File: src/rtl/hamming74_serial_tx.sv
// ---------------------------------------------------------------------------
// hamming74_serial_tx
//   Hamming(7,4) encoder and serializer for the 7-bit single-error-correcting
//   link. A nibble accepted on din/din_valid/din_ready is encoded into
//   cw[6:0] = {p6, p5, d3, p3, d2, d1, d0}
//     p6 = d3^d2^d0, p5 = d3^d1^d0, p3 = d2^d1^d0
//   and shifted out one bit per ser_valid&ser_ready beat.
//
// Parameters
//   MSB_FIRST : 1 = send cw[6] first down to cw[0]; 0 = cw[0] first.
//
// Ports
//   clk        clock, rising edge
//   rst        synchronous reset, active high
//   din        data nibble {d3,d2,d1,d0}
//   din_valid  din is valid
//   din_ready  block accepts din this cycle
//   cw_out     registered codeword being serialized
//   ser_bit    current serial bit
//   ser_valid  ser_bit is valid
//   ser_ready  downstream consumes ser_bit this cycle
//   ser_first  ser_bit is the first bit of a codeword
//   ser_last   ser_bit is the last bit of a codeword
//
// Optional feature (macro HAMMING_ERR_INJECT_EN)
//   err_en     flip one bit of the codeword loaded at acceptance
//   err_pos    index of the bit to flip; 7 flips nothing
// ---------------------------------------------------------------------------
module hamming74_serial_tx #(
   parameter int MSB_FIRST = 1
) (
   input  logic       clk,
   input  logic       rst,
   input  logic [3:0] din,
   input  logic       din_valid,
   output logic       din_ready,
   output logic [6:0] cw_out,
   output logic       ser_bit,
   output logic       ser_valid,
   input  logic       ser_ready,
   output logic       ser_first,
`ifdef HAMMING_ERR_INJECT_EN
   input  logic       err_en,
   input  logic [2:0] err_pos,
`endif
   output logic       ser_last
);

   typedef enum logic {IDLE = 1'b0, SHIFT = 1'b1} state_t;

   state_t     state, state_nxt;
   logic [2:0] idx;
   logic       accept, consume, at_last;
   logic [6:0] cw_enc, flip;

   function automatic logic [6:0] encode(input logic [3:0] d);
      return {d[3] ^ d[2] ^ d[0],
              d[3] ^ d[1] ^ d[0],
              d[3],
              d[2] ^ d[1] ^ d[0],
              d[2],
              d[1],
              d[0]};
   endfunction

`ifdef HAMMING_ERR_INJECT_EN
   // One-hot of err_pos; bit 7 (err_pos=7) falls off the 7-bit word so
   // that position means "no flip".
   logic [7:0] flip_oh;
   assign flip_oh = 8'd1 << err_pos;
   assign flip    = err_en ? flip_oh[6:0] : 7'd0;
`else
   assign flip    = 7'd0;
`endif

   assign cw_enc  = encode(din) ^ flip;
   assign at_last = (idx == 3'd6);
   assign accept  = din_valid & din_ready;
   assign consume = ser_valid & ser_ready;

   // State register
   always_ff @(posedge clk) begin
      if (rst) state <= IDLE;
      else     state <= state_nxt;
   end

   // Next-state logic
   always_comb begin
      state_nxt = state;
      case (state)
         IDLE:    if (accept) state_nxt = SHIFT;
         SHIFT:   if (consume && at_last && !accept) state_nxt = IDLE;
         default: state_nxt = IDLE;
      endcase
   end

   // Codeword and bit counter
   always_ff @(posedge clk) begin
      if (rst) begin
         cw_out <= 7'd0;
         idx    <= 3'd0;
      end else if (accept) begin
         cw_out <= cw_enc;
         idx    <= 3'd0;
      end else if (consume) begin
         // Wrap to 0 when the final bit leaves so IDLE always starts clean.
         idx <= at_last ? 3'd0 : idx + 3'd1;
      end
   end

   // Outputs
   always_comb begin
      ser_valid = 1'b0;
      ser_bit   = 1'b0;
      ser_first = 1'b0;
      ser_last  = 1'b0;
      din_ready = 1'b0;
      if (state == SHIFT) begin
         ser_valid = 1'b1;
         ser_first = (idx == 3'd0);
         ser_last  = at_last;
         if (MSB_FIRST != 0) ser_bit = cw_out[3'd6 - idx];
         else                ser_bit = cw_out[idx];
         // Back-to-back reload only while the last bit is being taken.
         din_ready = ser_ready & at_last;
      end else begin
         din_ready = 1'b1;
      end
      // Nothing is accepted in the reset cycle itself.
      if (rst) din_ready = 1'b0;
   end

endmodule

File: config.mk
export PLATFORM = sky130hd
export DESIGN_NAME = hamming74_serial_tx
export DESIGN_NICKNAME = d
export VERILOG_FILES = /design/src/rtl/hamming74_serial_tx.sv
export SDC_FILE = /design/constraint.sdc
export NUM_CORES = 1
export LEC_CHECK = 0
export ABC_AREA = 1
export CORE_MARGIN = 2
export CORE_UTILIZATION = 30
export DETAILED_ROUTE_END_ITERATION = 10
export DONT_BUFFER_PORTS = 1
export PLACE_DENSITY = 0.54
export SYNTH_ARGS = -nofsm -noshare
export SYNTH_HDL_FRONTEND = slang
export SYNTH_SLANG_ARGS = --single-unit
File: constraint.sdc
create_clock -name clk -period 1.6 [get_ports clk]
set_input_delay 0.16 -clock clk [delete_from_list [all_inputs] [get_ports clk]]
set_output_delay 0.16 -clock clk [all_outputs]
set_load 0.02 [all_outputs]
==> impl_metrics.json, run 1 <==
{
  "n_fill_cell": 241,
  "area_growth_pct": 29.0,
  "synth_nets": 121,
  "async_flop_share_pct": 0,
  "post-place-cells": 140,
  "worstSetupStartpoint": "idx[0]$_SDFFE_PP0N_",
  "period_needed_ps": 1580,
  "initial_core_util_pct": 31.4,
  "finalInstanceArea_um2": 886,
  "synth_area_per_cell_um2": 6.30,
  "ant_nets": 0,
  "yosysTopAreaCell": "dfxtp_1",
  "route.detailed.drc": 0,
  "synth_top_cells_by_count": "46 x nand2_1, 16 x inv_1, 15 x nand3_1, 11 x dfxtp_1, 5 x nor2_1",
  "wl_per_cell_um": 10.3,
  "vdd_drop_max_uv": 304,
  "hold_class": "primary input to flop",
  "p_per_area_nw_per_um2": 703,
  "drt_iter0_drc": 4,
  "yosys_warnings": 0,
  "grt_util_met1_pct": 15.6,
  "synth.distinct_cells": 15,
  "run_status": "complete, no violations",
  "placed_area_um2": 744,
  "seq_area_frac_synth_pct": 32.1,
  "antenna_found_initial": 0,
  "cts_tree": "yes",
  "grt_pass1_wl_um": 2720,
  "drv_cap": 0,
  "die_area_um2": 2690,
  "h-tree-depth": 1,
  "cts_made_buffers": 3,
  "grt_setup_unrepaired": "yes",
  "regToRegStartpoint": "idx[1]$_SDFFE_PP0N_",
  "place_ws_ps": 160,
  "syn_inst": 109,
  "grt_usage_pct": 13.5,
  "setup_viol": 0,
  "top_usage_layer": "met2",
  "fmax_mhz": 631,
  "use_met2_pct": 21.7,
  "firstDrtPassIters": 4,
  "synth-seq-cells": 11,
  "io_pins": 20,
  "via_count": 688,
  "cp_data_arrival_time_ps": 1420,
  "cp-start-kind": "flop",
  "die_y_um": 51.9,
  "drive_gt1_share_pct": 24.8,
  "fin_cells": 149,
  "multi_input_area_um2": 457,
  "clk_pin_slew_ps": 70,
  "grt_pass1_vias": 657,
  "yosys-top-cells-area": "dfxtp_1 32%, nand2_1 25%, nand3_1 11%",
  "cts-root-buf": "clkbuf_4",
  "synth_top_area_share_pct": 32.1,
  "dp_hpwl_um": 1180,
  "grt_overflow": 0,
  "hold_start": "din[0]",
  "setup_ws_ps": 16.5,
  "synth-edff-count": 0,
  "min_period_over_period_pct": 99.0,
  "cp_max_fo": 3,
  "gp_congestion": 0.882,
  "setup_tns_ps": 0,
  "ys.flop_type": "dfxtp_1",
  "maxSlewViolCount": 0,
  "port_buffers": 0,
  "nNetsFinal": 134,
  "synthesis.area_um2": 687,
  "fin_skew_ps": 3.10,
  "die_x_um": 51.9,
  "hold_violations": 0,
  "grt_max_degree": 11,
  "power_mw": 0.623,
  "endpoint_kind": "output port",
  "clk_latency_ps": 260,
  "coreArea_um2": 2190,
  "regArea_um2": 225,
  "wl_um": 1540,
  "tightest_slew_ps": 391,
  "num_antenna_cells": 0,
  "post-synth-top-count-cell": "nand2_1",
  "clock_sinks": 11,
  "gr-usage-met3_pct": 4.31,
  "slew_headroom_pct": 73.8,
  "path_class": "flop to output port",
  "p_leak_nw": 0.435,
  "via_per_inst": 4.62,
  "rows": 17,
  "worstPathRequired_ps": 1440,
  "cts_buffer_depth": 2
}
==> flip-flops by register name, indices dropped and copies added, names as in the netlist <==
name and flops:
state 1, idx 3, cw_out 7
==> cells by family (layout without fill, tap and decap cells) <==
kind of cell	count (synthesis)	in the layout	share of synthesized area, %
AND/OR/NAND/NOR	70	70	44.6
buffers and inverters	18	30	10.7
flip-flops	11	11	32.1
AO/OA/AOI/OAI	5	5	4.01
adder cells (fa/ha/maj)	4	4	7.29
XOR/XNOR	1	1	1.28
==> cells in the final DEF, fill, tap and decap left out, types with 2 or more instances in the layout <==
master    netlist  final
inv_2           0      3
dfxtp_1        11      9
clkbuf_4        0      3
inv_1          16     12
buf_4           0      6
nand2_2         1      2
ha_1            4      2
a21oi_1         4      4
nand2_1        46     45
ha_4            0      2
nand3_2         1      4
nor2_1          5      4
nand3_1        15     12
==> area by class of cell <==
class / count / share of cell area [%]
multi-input cells: 80 / 51.6
flip-flops and latches: 11 / 25.4
repair buffers: 8 / 7.49
inverters: 18 / 8.62
clock buffers: 4 / 2.97
well taps: 28 / 3.95
==> path summary, 6_finish.rpt <==
check	endpoint	slack, ps	cells after the start
worst max-delay path	ser_bit	20	8
worst max register to register	cw_out[4]$_SDFFE_PP0P_	230	8
worst min register to register	cw_out[2]$_SDFFE_PP0P_	580	2
worst min-delay path	cw_out[0]$_SDFFE_PP0P_	20	2
==> power by group <==
group          switching (mW)  internal [mW]
sequential             0.0344          0.289
combinational          0.0678         0.0455
clock                  0.0903         0.0963
==> repair_timing <==
item | in CTS | in global routing
hold endpoints to repair | 1 | 0
gates resized for setup | 14 | 5
hold buffers | 1 | 0
setup endpoints to repair | 1 | 2
pin swaps | 6 | 6
setup buffers | 3 | 1
==> critical path, cell delays in order, from the launching register on <==
cell and delay (ps):
dfxtp_2 340, inv_2 60, ha_4 250, inv_2 60, nand3_2 80, nand2_2 90
nor2_2 40, nor2_1 100, buf_4 140
==> layer usage <==
layer | part of all wire (%) | wire length, um
met1 | 40 | 618
met2 | 52 | 797
met3 | 7.0 | 107
met4 | 0.98 | 15
met5 | 0 | 0
==> per-stage QoR <==
step	util, %	hold slack, ps
detailed placement	34.0	232
CTS	39.1	10.5
global route	40.4	20.0
global placement	34.0	234
floorplan	-	229
finish	40.4	16.2
No activity file was read; power rests on OpenSTA's default activity.
==> run 2, diff against run 1 <==
--- a/config.mk
+++ b/config.mk
@@ -11,6 +11,7 @@
 export DETAILED_ROUTE_END_ITERATION = 10
 export DONT_BUFFER_PORTS = 1
 export PLACE_DENSITY = 0.54
+export SETUP_SLACK_MARGIN = 0.15
 export SYNTH_ARGS = -nofsm -noshare
 export SYNTH_HDL_FRONTEND = slang
 export SYNTH_SLANG_ARGS = --single-unit
==> impl_metrics.json, run 2 (synthesis results as in run 1) <==
{
  "use_met2_pct": 21.9,
  "regArea_um2": 228,
  "post-place-cells": 138,
  "die_y_um": 51.9,
  "drv_cap": 0,
  "slew_headroom_pct": 75.0,
  "num_antenna_cells": 0,
  "run_status": "complete, no violations",
  "worstPathRequired_ps": 1440,
  "drive_gt1_share_pct": 25.8,
  "via_count": 661,
  "clk_latency_ps": 260,
  "grt_pass1_wl_um": 2610,
  "p_per_area_nw_per_um2": 712,
  "setup_ws_ps": 82.2,
  "gr-usage-met3_pct": 2.87,
  "cp-start-kind": "flop",
  "hold_class": "primary input to flop",
  "path_class": "flop to output port",
  "clock_sinks": 11,
  "rows": 17,
  "clk_pin_slew_ps": 70,
  "hold_ws_ps": 19.1,
  "largest_reg_flops": 7,
  "top_usage_layer": "met2",
  "wl_um": 1580,
  "setup_viol": 0,
  "min_period_over_period_pct": 94.9,
  "p_leak_nw": 0.431,
  "drt_iter0_drc": 12,
  "grt_pass1_vias": 600,
  "setup_tns_ps": 0,
  "period_needed_ps": 1520,
  "hold_violations": 0,
  "grt_setup_unrepaired": "yes",
  "grt_util_met1_pct": 15.2,
  "nNetsFinal": 133,
  "cts_buffer_depth": 2,
  "grt_usage_pct": 13.3,
  "vdd_drop_max_uv": 319,
  "fmax_mhz": 659,
  "dp_hpwl_um": 1170,
  "grt_max_degree": 11,
  "mostFrequentLayoutCell": "nand2_1",
  "initial_core_util_pct": 31.4,
  "area_growth_pct": 28.2,
  "multi_input_area_um2": 450,
  "n_fill_cell": 241,
  "fin_cells": 148,
  "cp_max_fo": 4,
  "endpoint_kind": "output port",
  "die_area_um2": 2690,
  "coreArea_um2": 2190,
  "maxSlewViolCount": 0,
  "fin_skew_ps": 1.73,
  "cts-root-buf": "clkbuf_4",
  "wl_per_cell_um": 10.7,
  "firstDrtPassIters": 4,
  "die_x_um": 51.9,
  "regMostFlops": "cw_out",
  "via_per_inst": 4.47,
  "port_buffers": 0,
  "grt_overflow": 0,
  "h-tree-depth": 1,
  "gp_congestion": 0.826,
  "place_ws_ps": 109,
  "mostFrequentLayoutCells": "45 x nand2_1, 12 x inv_1, 11 x nand3_1",
  "io_pins": 20,
  "top_regs": "cw_out x7, idx x3, state x1",
  "ant_nets": 0,
  "cts_made_buffers": 3,
  "antenna_found_initial": 0,
  "cts_tree": "yes",
  "cp_data_arrival_time_ps": 1360,
  "tightest_slew_ps": 374,
  "route.detailed.drc": 0
}
run 2: repair_timing:
| action | in CTS | in global routing |
|---|---|---|
| endpoints found under the hold margin | 2 | 0 |
| pin swaps | 7 | 3 |
| setup endpoints to repair | 7 | 2 |
| setup buffers | 2 | 2 |
| gates resized for setup | 17 | 4 |
| hold buffers | 2 | 0 |
run 2: area by class of cell:
class,count,share of cell area (%)
clock buffer,4,2.98
sequential,11,25.9
inverter,18,9.52
tap,28,3.98
timing repair buffer,7,6.53
multi-input combinational,80,51.1
run 2: stage by stage:
stage | util, % | area, um^2 | total power [mW]
2_1_floorplan | - | 696 | 0.407
3_3_place_gp | 33.7 | 738 | 0.427
3_5_place_dp | 33.7 | 738 | 0.429
4_1_cts | 38.9 | 853 | 0.634
5_1_grt | 40.2 | 881 | 0.673
6_report | 40.2 | 881 | 0.627
run 2: report_power, final:
| group | switching [mW] | total (mW) | internal [mW] |
|---|---|---|---|
| combinational | 0.0728 | 0.121 | 0.0482 |
| clock | 0.0878 | 0.184 | 0.0964 |
| sequential | 0.0339 | 0.322 | 0.288 |
| total | 0.195 | 0.627 | 0.432 |
run 2: critical path, stage by stage (launching register included):
cell	delay, ps
dfxtp_4	390
inv_8	40
ha_4	280
nand3_2	80
nand3_2	70
nand2_2	60
nor2_4	170
run 2: per-layer routing:
metal	up-vias	part of all wire (%)	wire length [um]
li1	356	-	-
met1	287	41	641
met2	18	53	839
met3	0	6.2	97
met4	0	0	0
met5	-	0	0
run 2: path summary, 6_finish.rpt:
kind | from | endpoint | slack [ps] | cells past startpoint
worst max-delay path | idx[0]$_SDFFE_PP0N_ | ser_bit | 80 | 6
worst min-delay path | din[1] | cw_out[1]$_SDFFE_PP0P_ | 20 | 2
worst max register to register | idx[1]$_SDFFE_PP0N_ | cw_out[2]$_SDFFE_PP0P_ | 270 | 8
worst min register to register | idx[1]$_SDFFE_PP0N_ | idx[1]$_SDFFE_PP0N_ | 550 | 2
==> run 3, diff against run 2 <==
--- a/config.mk
+++ b/config.mk
@@ -10,8 +10,8 @@
 export CORE_UTILIZATION = 30
 export DETAILED_ROUTE_END_ITERATION = 10
 export DONT_BUFFER_PORTS = 1
-export PLACE_DENSITY = 0.54
-export SETUP_SLACK_MARGIN = 0.15
+export PLACE_DENSITY = 0.55
+export SETUP_SLACK_MARGIN = 0.2
 export SYNTH_ARGS = -nofsm -noshare
 export SYNTH_HDL_FRONTEND = slang
 export SYNTH_SLANG_ARGS = --single-unit
==> constraint.sdc (replaced) <==
create_clock -name clk -period 1.2 [get_ports clk]
set_input_delay 0.12 -clock clk [delete_from_list [all_inputs] [get_ports clk]]
set_output_delay 0.12 -clock clk [all_outputs]
set_load 0.02 [all_outputs]
==> impl_metrics.json, run 3 (synthesis results as in run 1) <==
{
  "h-tree-depth": 1,
  "clock_sinks": 11,
  "regArea_um2": 230,
  "nNetsFinal": 153,
  "reg2reg_depth": 9,
  "via_count": 767,
  "p_per_area_nw_per_um2": 784,
  "ant_nets": 0,
  "via_per_inst": 4.57,
  "tightest_slew_ps": 188,
  "violations": "negative setup slack",
  "io_pins": 20,
  "top_regs": "cw_out x7, idx x3, state x1",
  "firstDrtPassIters": 2,
  "path_class": "flop to output port",
  "wl_um": 1800,
  "cts_made_buffers": 3,
  "clk_pin_slew_ps": 70,
  "cp_common_cell": "nand3_2",
  "setup_ws_ps": -268,
  "route.detailed.drc": 0,
  "p_leak_nw": 0.565,
  "die_y_um": 51.9,
  "coreArea_um2": 2190,
  "die_x_um": 51.9,
  "grt_pass1_vias": 724,
  "regMostFlops": "cw_out",
  "fmax_mhz": 681,
  "reg2reg_slack_ps": -130,
  "gp_congestion": 0.718,
  "grt_usage_pct": 15.0,
  "slowest_stage": "dfxtp_4",
  "regToRegStartpoint": "idx[0]$_SDFFE_PP0N_",
  "drv_cap": 0,
  "drt_iter0_drc": 5,
  "cpPeakStageDelay_ps": 390,
  "grt_setup_unrepaired": "yes",
  "vdd_drop_max_uv": 401,
  "n_fill_cell": 218,
  "hold_class": "primary input to flop",
  "rows": 17,
  "power_mw": 0.933,
  "grt_overflow": 0,
  "min_period_over_period_pct": 122,
  "die_area_um2": 2690,
  "wl_per_cell_um": 10.7,
  "r2r-end": "cw_out[6]$_SDFFE_PP0P_",
  "cts_buffer_depth": 2,
  "endpoint_kind": "output port",
  "period_needed_ps": 1470,
  "cp-endpoint": "ser_bit",
  "mostFrequentLayoutCells": "35 x nand2_1, 14 x buf_4, 12 x inv_1",
  "grt_pass1_wl_um": 3020,
  "antenna_found_initial": 0,
  "port_buffers": 0,
  "mostFrequentLayoutCell": "nand2_1",
  "grt_max_degree": 12,
  "worstPathRequired_ps": 1080,
  "multi_input_area_um2": 567,
  "initial_core_util_pct": 31.4,
  "num_antenna_cells": 0,
  "hold_violations": 0,
  "cp_max_fo": 4,
  "path_cells": "inv_6, ha_4, nand3_2, nand3_2, nand2_2, nor2_4",
  "cts_tree": "yes",
  "area_growth_pct": 73.2,
  "post-place-cells": 151,
  "maxSlewViolCount": 0,
  "fin_cells": 168,
  "fin_skew_ps": 6.10,
  "cp-start-kind": "flop",
  "run_status": "complete, but fails checks",
  "cts-root-buf": "clkbuf_4",
  "dp_hpwl_um": 1290,
  "clk_latency_ps": 270,
  "setup_viol": 15,
  "drive_gt1_share_pct": 47.1,
  "worstSetupStartpoint": "idx[0]$_SDFFE_PP0N_",
  "largest_reg_flops": 7,
  "cp_data_arrival_time_ps": 1350,
  "slew_headroom_pct": 87.5
}
## run 3: critical path, delay by kind of cell, from the launching register on
family	cells	cell delay [ps]
adder cells (fa/ha/maj)	1	280
AND/OR/NAND/NOR	4	370
buffers and inverters	1	50
flip-flops	1	390
## run 3: per-stage QoR
stage          utilization (%)  instance area [um^2]  hold slack (ps)  TNS, ps  worst slack, ps
3_3_place_gp              40.9                   896              194    -15.8            -15.8
3_5_place_dp              40.9                   896              196    -56.9            -36.0
6_report                  54.3                  1190             41.7    -1820             -268
5_1_grt                   54.3                  1190             49.3    -2860             -332
2_1_floorplan                -                   756              189        0             8.84
4_1_cts                   51.5                  1130             32.0    -1830             -279
## run 3: cell type report
cell class | instances | share of cell area, %
multi-input cells | 81 | 47.6
clock buffers | 4 | 2.21
flip-flops and latches | 11 | 19.3
repair buffers | 26 | 20.3
well taps | 28 | 2.94
inverters | 18 | 7.57
## run 3: how the worst min path moves through the flow
stage,startpoint,to,slack [ps],cells after the start
after detailed placement,rst,state$_SDFF_PP0_,200,1
after CTS,rst,idx[1]$_SDFFE_PP0N_,30,3
after global placement,rst,state$_SDFF_PP0_,190,1
after global routing,rst,idx[2]$_SDFFE_PP0N_,50,3
final,rst,idx[2]$_SDFFE_PP0N_,40,3
after floorplan,rst,state$_SDFF_PP0_,190,1
## run 3: where the power goes
group / switching [mW] / leakage, nW / total, mW / internal [mW]
Sequential: 0.0167 / 0.0925 / 0.401 / 0.384
Clock: 0.121 / 0.0150 / 0.249 / 0.129
Combinational: 0.158 / 0.457 / 0.282 / 0.125
## run 3: layer usage
layer / wire [um] / part of all wire [%] / global-route usage (%)
met1: 709 / 39 / 16.4
met2: 988 / 55 / 27.0
met3: 74 / 4.1 / 2.87
met4: 31 / 1.7 / 7.89
met5: 0 / 0 / 0
## run 3: timing repair
action / 4_1_cts / 5_1_grt
pin swaps: 8 / 9
gates resized for setup: 19 / 17
buffers inserted: 6 / 0
cloned: 1 / 0
hold endpoints to repair: 5 / 0
hold buffers: 6 / 0
setup endpoints to repair: 14 / 15
